===== src/rtl/pickup_tx_serializer.sv =====
// Pickup LVDS link transmitter: trains the far end, then serializes one word per frame MSB-first.
// Optional build macro PICKUP_TX_STATS_EN adds frame/underrun statistics counters.
module pickup_tx_serializer #(
   parameter int unsigned          CHANNELS     = 2,
   parameter int unsigned          PER_BIT      = 6,
   parameter int unsigned          MAXBIT       = CHANNELS * PER_BIT,
   parameter int unsigned          TRAIN_FRAMES = 16,
   parameter logic [PER_BIT-1:0]   TRAIN_WORD   = PER_BIT'(6'b111000)
) (
   input  logic                clk_i,
   input  logic                rst_ni,
   input  logic                enable_i,
   input  logic [MAXBIT:1]     tx_data_i,
   input  logic                tx_valid_i,
   output logic                tx_ready_c_o,
   output logic [CHANNELS-1:0] channel_data_o,
   output logic                bitclk_o,
   output logic                frameclk_o,
   output logic                underrun_o,
   output logic                busy_o
`ifdef PICKUP_TX_STATS_EN
   ,
   output logic [31:0]         frame_cnt_o,
   output logic [15:0]         underrun_cnt_o
`endif
);

   localparam int unsigned BCW = (PER_BIT > 1) ? $clog2(PER_BIT) : 1;
   localparam int unsigned TCW = (TRAIN_FRAMES > 1) ? $clog2(TRAIN_FRAMES) : 1;

   localparam logic [1:0] ST_IDLE  = 2'd0;
   localparam logic [1:0] ST_TRAIN = 2'd1;
   localparam logic [1:0] ST_RUN   = 2'd2;
   localparam logic [1:0] ST_DRAIN = 2'd3;

   logic [1:0]                       state_q, state_d;
   logic [BCW-1:0]                   bit_cnt_q, bit_cnt_d;
   logic [TCW-1:0]                   train_cnt_q, train_cnt_d;
   logic [CHANNELS-1:0][PER_BIT-1:0] shift_q, shift_d;
   logic [CHANNELS-1:0]              chan_q, chan_d;
   logic                             bitclk_q, bitclk_d;
   logic                             frameclk_q, frameclk_d;
   logic                             underrun_q, underrun_d;
   logic                             busy_q, busy_d;
   logic                             frame_end_c;
   logic                             last_train_c;
   logic                             active_d;

`ifdef PICKUP_TX_STATS_EN
   logic [31:0] frame_cnt_q, frame_cnt_d;
   logic [15:0] underrun_cnt_q, underrun_cnt_d;
`endif

   assign frame_end_c  = (bit_cnt_q == BCW'(PER_BIT - 1));
   assign last_train_c = (train_cnt_q == TCW'(TRAIN_FRAMES - 1));

   // Upstream handshake: at most one acceptance per frame, on its last bit.
   assign tx_ready_c_o = (state_q == ST_RUN) && enable_i && frame_end_c;

   // Next-state, shift and output computation
   always_comb begin
      state_d     = state_q;
      bit_cnt_d   = bit_cnt_q + BCW'(1);
      train_cnt_d = train_cnt_q;
      underrun_d  = 1'b0;
      for (int c = 0; c < int'(CHANNELS); c++) begin
         shift_d[c] = {shift_q[c][PER_BIT-2:0], 1'b0};
      end
`ifdef PICKUP_TX_STATS_EN
      frame_cnt_d    = frame_cnt_q;
      underrun_cnt_d = underrun_cnt_q;
`endif

      case (state_q)
         ST_IDLE: begin
            bit_cnt_d   = '0;
            train_cnt_d = '0;
            shift_d     = '0;
            if (enable_i) begin
               state_d = ST_TRAIN;
               for (int c = 0; c < int'(CHANNELS); c++) begin
                  shift_d[c] = TRAIN_WORD;
               end
`ifdef PICKUP_TX_STATS_EN
               frame_cnt_d    = '0;
               underrun_cnt_d = '0;
`endif
            end
         end

         ST_TRAIN: begin
            if (frame_end_c) begin
               bit_cnt_d   = '0;
               train_cnt_d = train_cnt_q + TCW'(1);
               for (int c = 0; c < int'(CHANNELS); c++) begin
                  shift_d[c] = TRAIN_WORD;
               end
            end
            // Enter RUN for the last training bit so the first word follows with no gap.
            if (last_train_c && (bit_cnt_q == BCW'(PER_BIT - 2))) begin
               state_d = ST_RUN;
            end
         end

         ST_RUN: begin
            if (frame_end_c) begin
               bit_cnt_d = '0;
               if (!enable_i) begin
                  state_d = ST_DRAIN;
                  shift_d = '0;
               end else if (tx_valid_i) begin
                  for (int c = 0; c < int'(CHANNELS); c++) begin
                     shift_d[c] = tx_data_i[c*PER_BIT+1 +: PER_BIT];
                  end
`ifdef PICKUP_TX_STATS_EN
                  frame_cnt_d = frame_cnt_q + 32'd1;
`endif
               end else begin
                  shift_d    = '0;
                  underrun_d = 1'b1;
`ifdef PICKUP_TX_STATS_EN
                  if (underrun_cnt_q != 16'hFFFF) begin
                     underrun_cnt_d = underrun_cnt_q + 16'd1;
                  end
`endif
               end
            end
         end

         ST_DRAIN: begin
            state_d   = ST_IDLE;
            bit_cnt_d = '0;
            shift_d   = '0;
         end

         default: begin
            state_d   = ST_IDLE;
            bit_cnt_d = '0;
            shift_d   = '0;
         end
      endcase

      // Line outputs are registered alongside the shift register so they stay phase-aligned.
      active_d   = (state_d == ST_TRAIN) || (state_d == ST_RUN);
      busy_d     = (state_d != ST_IDLE);
      bitclk_d   = active_d && !bit_cnt_d[0];
      frameclk_d = active_d && (bit_cnt_d < BCW'(PER_BIT / 2));
      for (int c = 0; c < int'(CHANNELS); c++) begin
         chan_d[c] = active_d && shift_d[c][PER_BIT-1];
      end
   end

   // State and output registers
   always_ff @(posedge clk_i or negedge rst_ni) begin
      if (!rst_ni) begin
         state_q     <= ST_IDLE;
         bit_cnt_q   <= '0;
         train_cnt_q <= '0;
         shift_q     <= '0;
         chan_q      <= '0;
         bitclk_q    <= 1'b0;
         frameclk_q  <= 1'b0;
         underrun_q  <= 1'b0;
         busy_q      <= 1'b0;
      end else begin
         state_q     <= state_d;
         bit_cnt_q   <= bit_cnt_d;
         train_cnt_q <= train_cnt_d;
         shift_q     <= shift_d;
         chan_q      <= chan_d;
         bitclk_q    <= bitclk_d;
         frameclk_q  <= frameclk_d;
         underrun_q  <= underrun_d;
         busy_q      <= busy_d;
      end
   end

`ifdef PICKUP_TX_STATS_EN
   // Statistics counters
   always_ff @(posedge clk_i or negedge rst_ni) begin
      if (!rst_ni) begin
         frame_cnt_q    <= '0;
         underrun_cnt_q <= '0;
      end else begin
         frame_cnt_q    <= frame_cnt_d;
         underrun_cnt_q <= underrun_cnt_d;
      end
   end

   assign frame_cnt_o    = frame_cnt_q;
   assign underrun_cnt_o = underrun_cnt_q;
`endif

   assign channel_data_o = chan_q;
   assign bitclk_o       = bitclk_q;
   assign frameclk_o     = frameclk_q;
   assign underrun_o     = underrun_q;
   assign busy_o         = busy_q;

endmodule


===== config.mk =====
export PLATFORM = sky130hd
export DESIGN_NAME = pickup_tx_serializer
export DESIGN_NICKNAME = d
export VERILOG_FILES = /design/src/rtl/pickup_tx_serializer.sv
export SDC_FILE = /design/constraint.sdc
export NUM_CORES = 1
export LEC_CHECK = 0
export CAP_MARGIN = 30
export CORE_MARGIN = 3
export CORE_UTILIZATION = 40
export DETAILED_ROUTE_END_ITERATION = 8
export SYNTH_ARGS = -nofsm -noshare
export SYNTH_HDL_FRONTEND = slang
export SYNTH_SLANG_ARGS = --single-unit
export TNS_END_PERCENT = 10

===== constraint.sdc =====
create_clock -name clk_i -period 2.7 [get_ports clk_i]
set_input_delay 0.54 -clock clk_i [delete_from_list [all_inputs] [get_ports clk_i]]
set_output_delay 0.54 -clock clk_i [all_outputs]
set_load 0.03 [all_outputs]

**Word level (Yosys, flattened, before mapping)**

Index checks and enable logic that the tools add are counted.

- Flip-flop bits (word level): 25
- Input bits: 16
- Output and inout bits: 7
- Logic and storage cells: 56

- Add/subtract/negate cells: 2
- Order comparisons: 1
- Eq/ne operators: 9
- Muxes and demuxes: 19
- Reduce and logical (&&, ||, !) cells: 15

Operators by type and width:

| cell | count |
|---|---|
| 12-bit two-way mux | 5 |
| 12-bit one-hot mux with 4 select lines | 1 |
| 2-bit two-way mux | 4 |
| 2-bit one-hot mux with 4 select lines | 1 |
| 4-bit one-hot mux with 2 select lines | 1 |
| 1-bit logical AND | 7 |
| 2-bit == test, second input constant | 3 |
| 3-bit == test, second input constant | 2 |
| 3-bit one-hot mux with 2 select lines | 1 |
| 4-bit by 1-bit adder with 4-bit output, second input constant | 1 |
| 2-bit by 1-bit == test with 1-bit output, second input constant | 2 |
| 4-bit == test, second input constant | 1 |
| 1-bit two-way mux | 4 |
| 4-bit two-way mux | 1 |
| 2-bit nonzero test | 2 |
| 2-bit OR reduction | 2 |
| 3-bit by 1-bit adder with 3-bit output, second input constant | 1 |
| 3-bit by 2-bit < comparator with 1-bit output, second input constant | 1 |
| 3-bit two-way mux | 1 |
| 2-bit logical NOT | 1 |
| 2-bit != test, second input constant | 1 |
| 2-bit AND reduction | 1 |
| 1-bit logical NOT | 1 |
| 1-bit logical OR | 1 |

**Longest topological paths before layout**

- Depth after elaboration: 7
- Mapped depth: 10
- Gate-level depth less buffers: 9

**Worst setup path before layout**

No wires, ideal clock.

- Path type: reg2reg
- From: register state_q[0]
- To: register chan_q[0] (netlist: channel_data_o[0])
- Setup time: 127 ps
- Arrival: 1,677 ps
- Required time: 2,573 ps
- Slack: 896 ps
- Cell stages (with the launch flop): 10
- Path buffers: 1
- Period minus slack after synthesis: 1,804 ps
- Cells stage by stage: dfrtp_1 inv_1 ha_1 buf_4 nor2_1 nand3b_1 a22oi_1 o21ai_1 ha_1 a21boi_1

- Word-level cells in the longest chain between the ends: 6
- Elaborated cells on any way between the ends: 14
- Classes of those cells: eq/ne: 5; mux: 6; reduce/logical: 3

Ends and longest elaborated chain:

| item | line | text |
|---|---|---|
| start: declaration | 36 | `logic [1:0] state_q, state_d;` |
| start signal: assignment | 166 | `state_q <= state_d;` |
| 2-bit two-way mux | 108 | `if (!enable_i) begin` |
| 2-bit two-way mux | 106 | `if (frame_end_c) begin` |
| 2-bit one-hot mux with 4 select lines | 74 | `case (state_q)` |
| 2-bit by 1-bit == test with 1-bit output / 2-bit == test (equally long branches) | 144 | `active_d = (state_d == ST_TRAIN) \|\| (state_d == ST_RUN);` |
| 1-bit logical OR | 144 |  |
| 1-bit logical AND * | 149 | `chan_d[c] = active_d && shift_d[c][PER_BIT-1];` |
| named net chan_d[0] | 40 | `logic [CHANNELS-1:0] chan_q, chan_d;` |
| end signal: assignment | 170 | `chan_q <= chan_d;` |
| end: declaration | 40 |  |

Mark *: on every way through the listed nets, which the timed path passes. The rest lies on a longest branch.
A chain may end at the register's enable or synchronous reset.

**Final worst setup path**

- From: register bit_cnt_q[1]
- To: output port tx_ready_c_o

- Word-level cells in the longest chain between the ends: 2

Ends and longest elaborated chain:

| item | line | text |
|---|---|---|
| start: declaration | 37 | `logic [BCW-1:0] bit_cnt_q, bit_cnt_d;` |
| start signal: assignment | 167 | `bit_cnt_q <= bit_cnt_d;` |
| 3-bit == test | 54 | `assign frame_end_c = (bit_cnt_q == BCW'(PER_BIT - 1));` |
| 1-bit logical AND | 58 | `assign tx_ready_c_o = (state_q == ST_RUN) && enable_i && frame_end_c;` |
| end: declaration | 15 | `output logic tx_ready_c_o,` |

Every way passes these cells.

==> out/summary.md <==
Floorplan
- **width of the die** 62.3 um
- **area inside the core boundary** 0.00288 mm^2
- **initial cell density of the core** 0.440
- **Boundary Pins** 23
- **total die area** 0.00388 mm^2
- **standard-cell row count** 19
- **y dimension of the die** 62.3 um

Critical path
- **worst endpoint data arrival time** 1.66 ns
- **critical path cell sequence** and3b_4 > and3_1 > buf_4
- **crit path max fanout** 13
- **cell class contributing the biggest share of worst-path delay** simple AND/OR/NAND/NOR gates
- **startpoint type of the worst setup path** register
- **FF-to-FF End** channel_data_o[0]$_DFF_PN0_
- **Worst R2R Setup Slack** 0.56 ns
- **Crit path required time** 2.16 ns
- **Critical Path Sink Type** output port
- **number of cells on the worst reg-to-reg path** 8
- **worst stage delay on the critical path** 0.47 ns
- **cell type of the slowest stage on the worst timing path** dfrtp_1
- **Buf/Inv on CP** 1
- **type of the worst setup path** register to output port
- **beginning of the worst register-to-register path** state_q[1]$_DFF_PN0_

STA
- **fmax** 0.456 GHz
- **slew of the pin with the lowest slew margin** 0.427 ns
- **Slew headroom** 0.715
- **Slew Viols, Final** 0
- **unrepaired setup endpoints after global routing** no
- **final hold vios** 0
- **fraction of the cycle the final worst path needs** 0.813
- **worst-case clock skew** 0.00180 ns
- **Setup-failing EPs final** 0
- **setup_tns** 0 ns
- **Tmin final** 2.20 ns

Drt
- **remaining number of nets flagged by the antenna check after routing** 0
- **average wire per standard cell** 14.1 um
- **DRC violation total after the first TritonRoute iteration** 17
- **Vias/cell** 5.17
- **detailed-route wire length** 2730 um
- **number of remaining DRC errors** 0
- **via total after detailed routing** 997
- **number of detailed-route iterations in the first pass** 4

Yosys
- **flip-flop cell with the highest count after synthesis** dfrtp_1
- **number of nets produced by synthesis** 148
- **flops & latches, synth** 25
- **number of synthesized flops with an enable pin** 0
- **share of flip-flops with an asynchronous set or reset after synthesis** 1.00
- **Unique masters post-synth** 36
- **post-synthesis instance area** 0.00127 mm^2
- **register area share after synthesis** 0.494
- **top cell type's share of synthesized area** 0.494
- **number of cells produced by synthesis** 127
- **mean instance size in the synthesized netlist** 9.97 um^2
- **cell types occupying the most area after synthesis** dfrtp_1 49%, o21ai_1 5.1%, ha_1 4.9%
- **Ys Warns** 0
- **leading area contributor after synthesis** dfrtp_1

Place
- **placer's final routability congestion estimate** 0.766
- **half-perimeter wire length of the detailed placement result** 1910 um
- **Cell Count Post-Placement** 189
- **number of I/O port buffers** 22

Global route
- **global-route usage over all layers** 0.151
- **maximum number of pins on one net before global-route repair** 26
- **number of global-route vias before repair** 1,027
- **global route total overflow** 0
- **wire length of the first global-routing pass** 4770 um
- **antenna violations before repair** 0

Power
- **switching share of power** 0.399
- **switching power of the nets** 491 uW
- **portion of total power attributed to sequential cells** 0.410
- **share of total power in combinational logic** 0.445
- **Int Power** 740 uW
- **power density cells** 789 mW/mm^2
- **peak supply drop** 0.259 mV
- **proportion of power drawn by the clock network** 0.144
- **static power due to leakage** 0.000658 uW

Clock tree
- **H-tree level count** 1
- **post-CTS resize count** 0
- **post-cts hold buffer count** 0
- **number of CTS-inserted buffers** 3
- **CTS clk-pin slew, worst paths** 0.14 ns
- **maximum clock insertion buffer count** 2
- **source-to-sink clock delay at the later pin of the worst-skew pair** 0.33 ns
- **TritonCTS sink count** 25
- **master cell of the clock root buffer** clkbuf_4
- **TritonCTS clock tree** yes
- **number of setup buffers added after CTS** 0

Finish
- **Ant. Diodes** 0
- **share of cells above drive strength 1** 0.119
- **multi-input combinational cell area** 581 um^2
- **P&R area growth vs syn** 23.1%
- **total number of nets in the final design** 173
- **FILL cells** 276
- **count of non-filler cells in the finished layout** 193
- **sequential cell area** 626 um^2

Worst hold path
- **endpoint of the worst hold path** shift_q[1]$_DFF_PN0_
- **hold path start** shift_q[0]$_DFF_PN0_
- **Hold/Removal Path Class** register to register
- **Cells on Worst Hold Path** 2

Flow run
- **number of maximum-capacitance constraint violations** 0

Run status
- **outcome** finished clean

[flip-flops by register name, summed over array words and instances, names as in the netlist]
signal,cells
train_cnt_q,4
bitclk_o,1
underrun_o,1
frameclk_o,1
bit_cnt_q,3
state_q,2
shift_q,10
channel_data_o,2
busy_o,1
[logic make-up after synthesis]
kind of cell,count (synthesis),share of synthesized area
XOR/XNOR,3,0.0208
adder cells (fa/ha/maj),5,0.0494
flip-flops,25,0.494
AO/OA/AOI/OAI,39,0.193
multiplexers,1,0.00791
AND/OR/NAND/NOR,42,0.188
buffers and inverters,12,0.0474
[synth_stat cells, types with 2 or more instances]
| library cell | number |
|---|---|
| inv_1 | 5 |
| nand2_1 | 10 |
| dfrtp_1 | 25 |
| nor2b_1 | 4 |
| a21boi_1 | 3 |
| nor2_1 | 5 |
| buf_2 | 3 |
| o221ai_1 | 2 |
| nand3_1 | 5 |
| o21ai_0 | 3 |
| and2_1 | 2 |
| nor2_2 | 2 |
| nor3_1 | 2 |
| o21ai_1 | 13 |
| nand3b_1 | 4 |
| xor2_1 | 2 |
| a311oi_1 | 4 |
| nand2_2 | 3 |
| a21oi_1 | 9 |
| ha_1 | 5 |
[metal layers]
metal,global-route usage,share of wire,vias to the layer above,wire (um)
met3,0.0306,0.046,5,126
met1,0.205,0.48,475,1300
met2,0.238,0.46,21,1250
li1,-,-,496,-
met5,0,0,-,0
met4,0.0579,0.016,0,44
[power groups by stage]
stage | combinational [uW] | sequential, uW | clock, uW
floorplan | 307 | 573 | 0
global placement | 549 | 509 | 0
detailed placement | 552 | 513 | 0
CTS | 553 | 506 | 188
global route | 606 | 520 | 194
finish | 548 | 505 | 178
[final cells by class]
class	count	share of cell area
well taps	42	0.0337
inverters	6	0.0144
repair buffers	26	0.159
clock inverters	1	0.00482
multi-input cells	90	0.372
flip-flops and latches	25	0.401
clock buffers	3	0.0144
[worst register-to-register path, delay by kind of cell (launching register included)]
kind,cells,cell delay (ns)
and+or+nand+nor,2,0.31
DFF,1,0.44
adders and majority gates,2,0.74
AOI/OAI and AO/OA,3,0.46
buffers and inverters,1,0.10
[metrics by stage]
| stage | hold slack (ns) | setup WS [ns] | instance area, um^2 | total power, uW | utilization |
|---|---|---|---|---|---|
| 3_3_place_gp | 0.504 | 0.582 | 1530 | 1060 | 0.532 |
| 2_1_floorplan | 0.244 | 0.896 | 1270 | 880 | - |
| 6_report | 0.534 | 0.505 | 1560 | 1230 | 0.542 |
| 4_1_cts | 0.539 | 0.485 | 1560 | 1250 | 0.542 |
| 3_5_place_dp | 0.517 | 0.553 | 1530 | 1070 | 0.532 |
| 5_1_grt | 0.567 | 0.360 | 1560 | 1320 | 0.542 |
[layout by cell type, fill, tap and decap left out, types with 4 or more instances in the layout]
master,n
a311oi_1,4
nor2b_1,4
inv_1,5
buf_4,5
dfrtp_1,25
nand3_1,5
ha_1,5
nand3b_1,4
a21oi_1,9
o21ai_1,13
clkdlybuf4s50_1,21
nand2_1,10
nor2_1,5
[how the worst max path moves through the flow]
stage	start	to	slack, ns	cells past startpoint
floorplan	state_q[0]$_DFF_PN0_	channel_data_o[0]$_DFF_PN0_	0.90	9
finish	bit_cnt_q[1]$_DFF_PN0_	tx_ready_c_o	0.50	3
CTS	bit_cnt_q[1]$_DFF_PN0_	tx_ready_c_o	0.48	3
detailed placement	enable_i	channel_data_o[1]$_DFF_PN0_	0.55	6
global route	state_q[0]$_DFF_PN0_	channel_data_o[1]$_DFF_PN0_	0.36	8
global placement	enable_i	channel_data_o[0]$_DFF_PN0_	0.58	7
No activity file was read; power rests on OpenSTA's default activity.
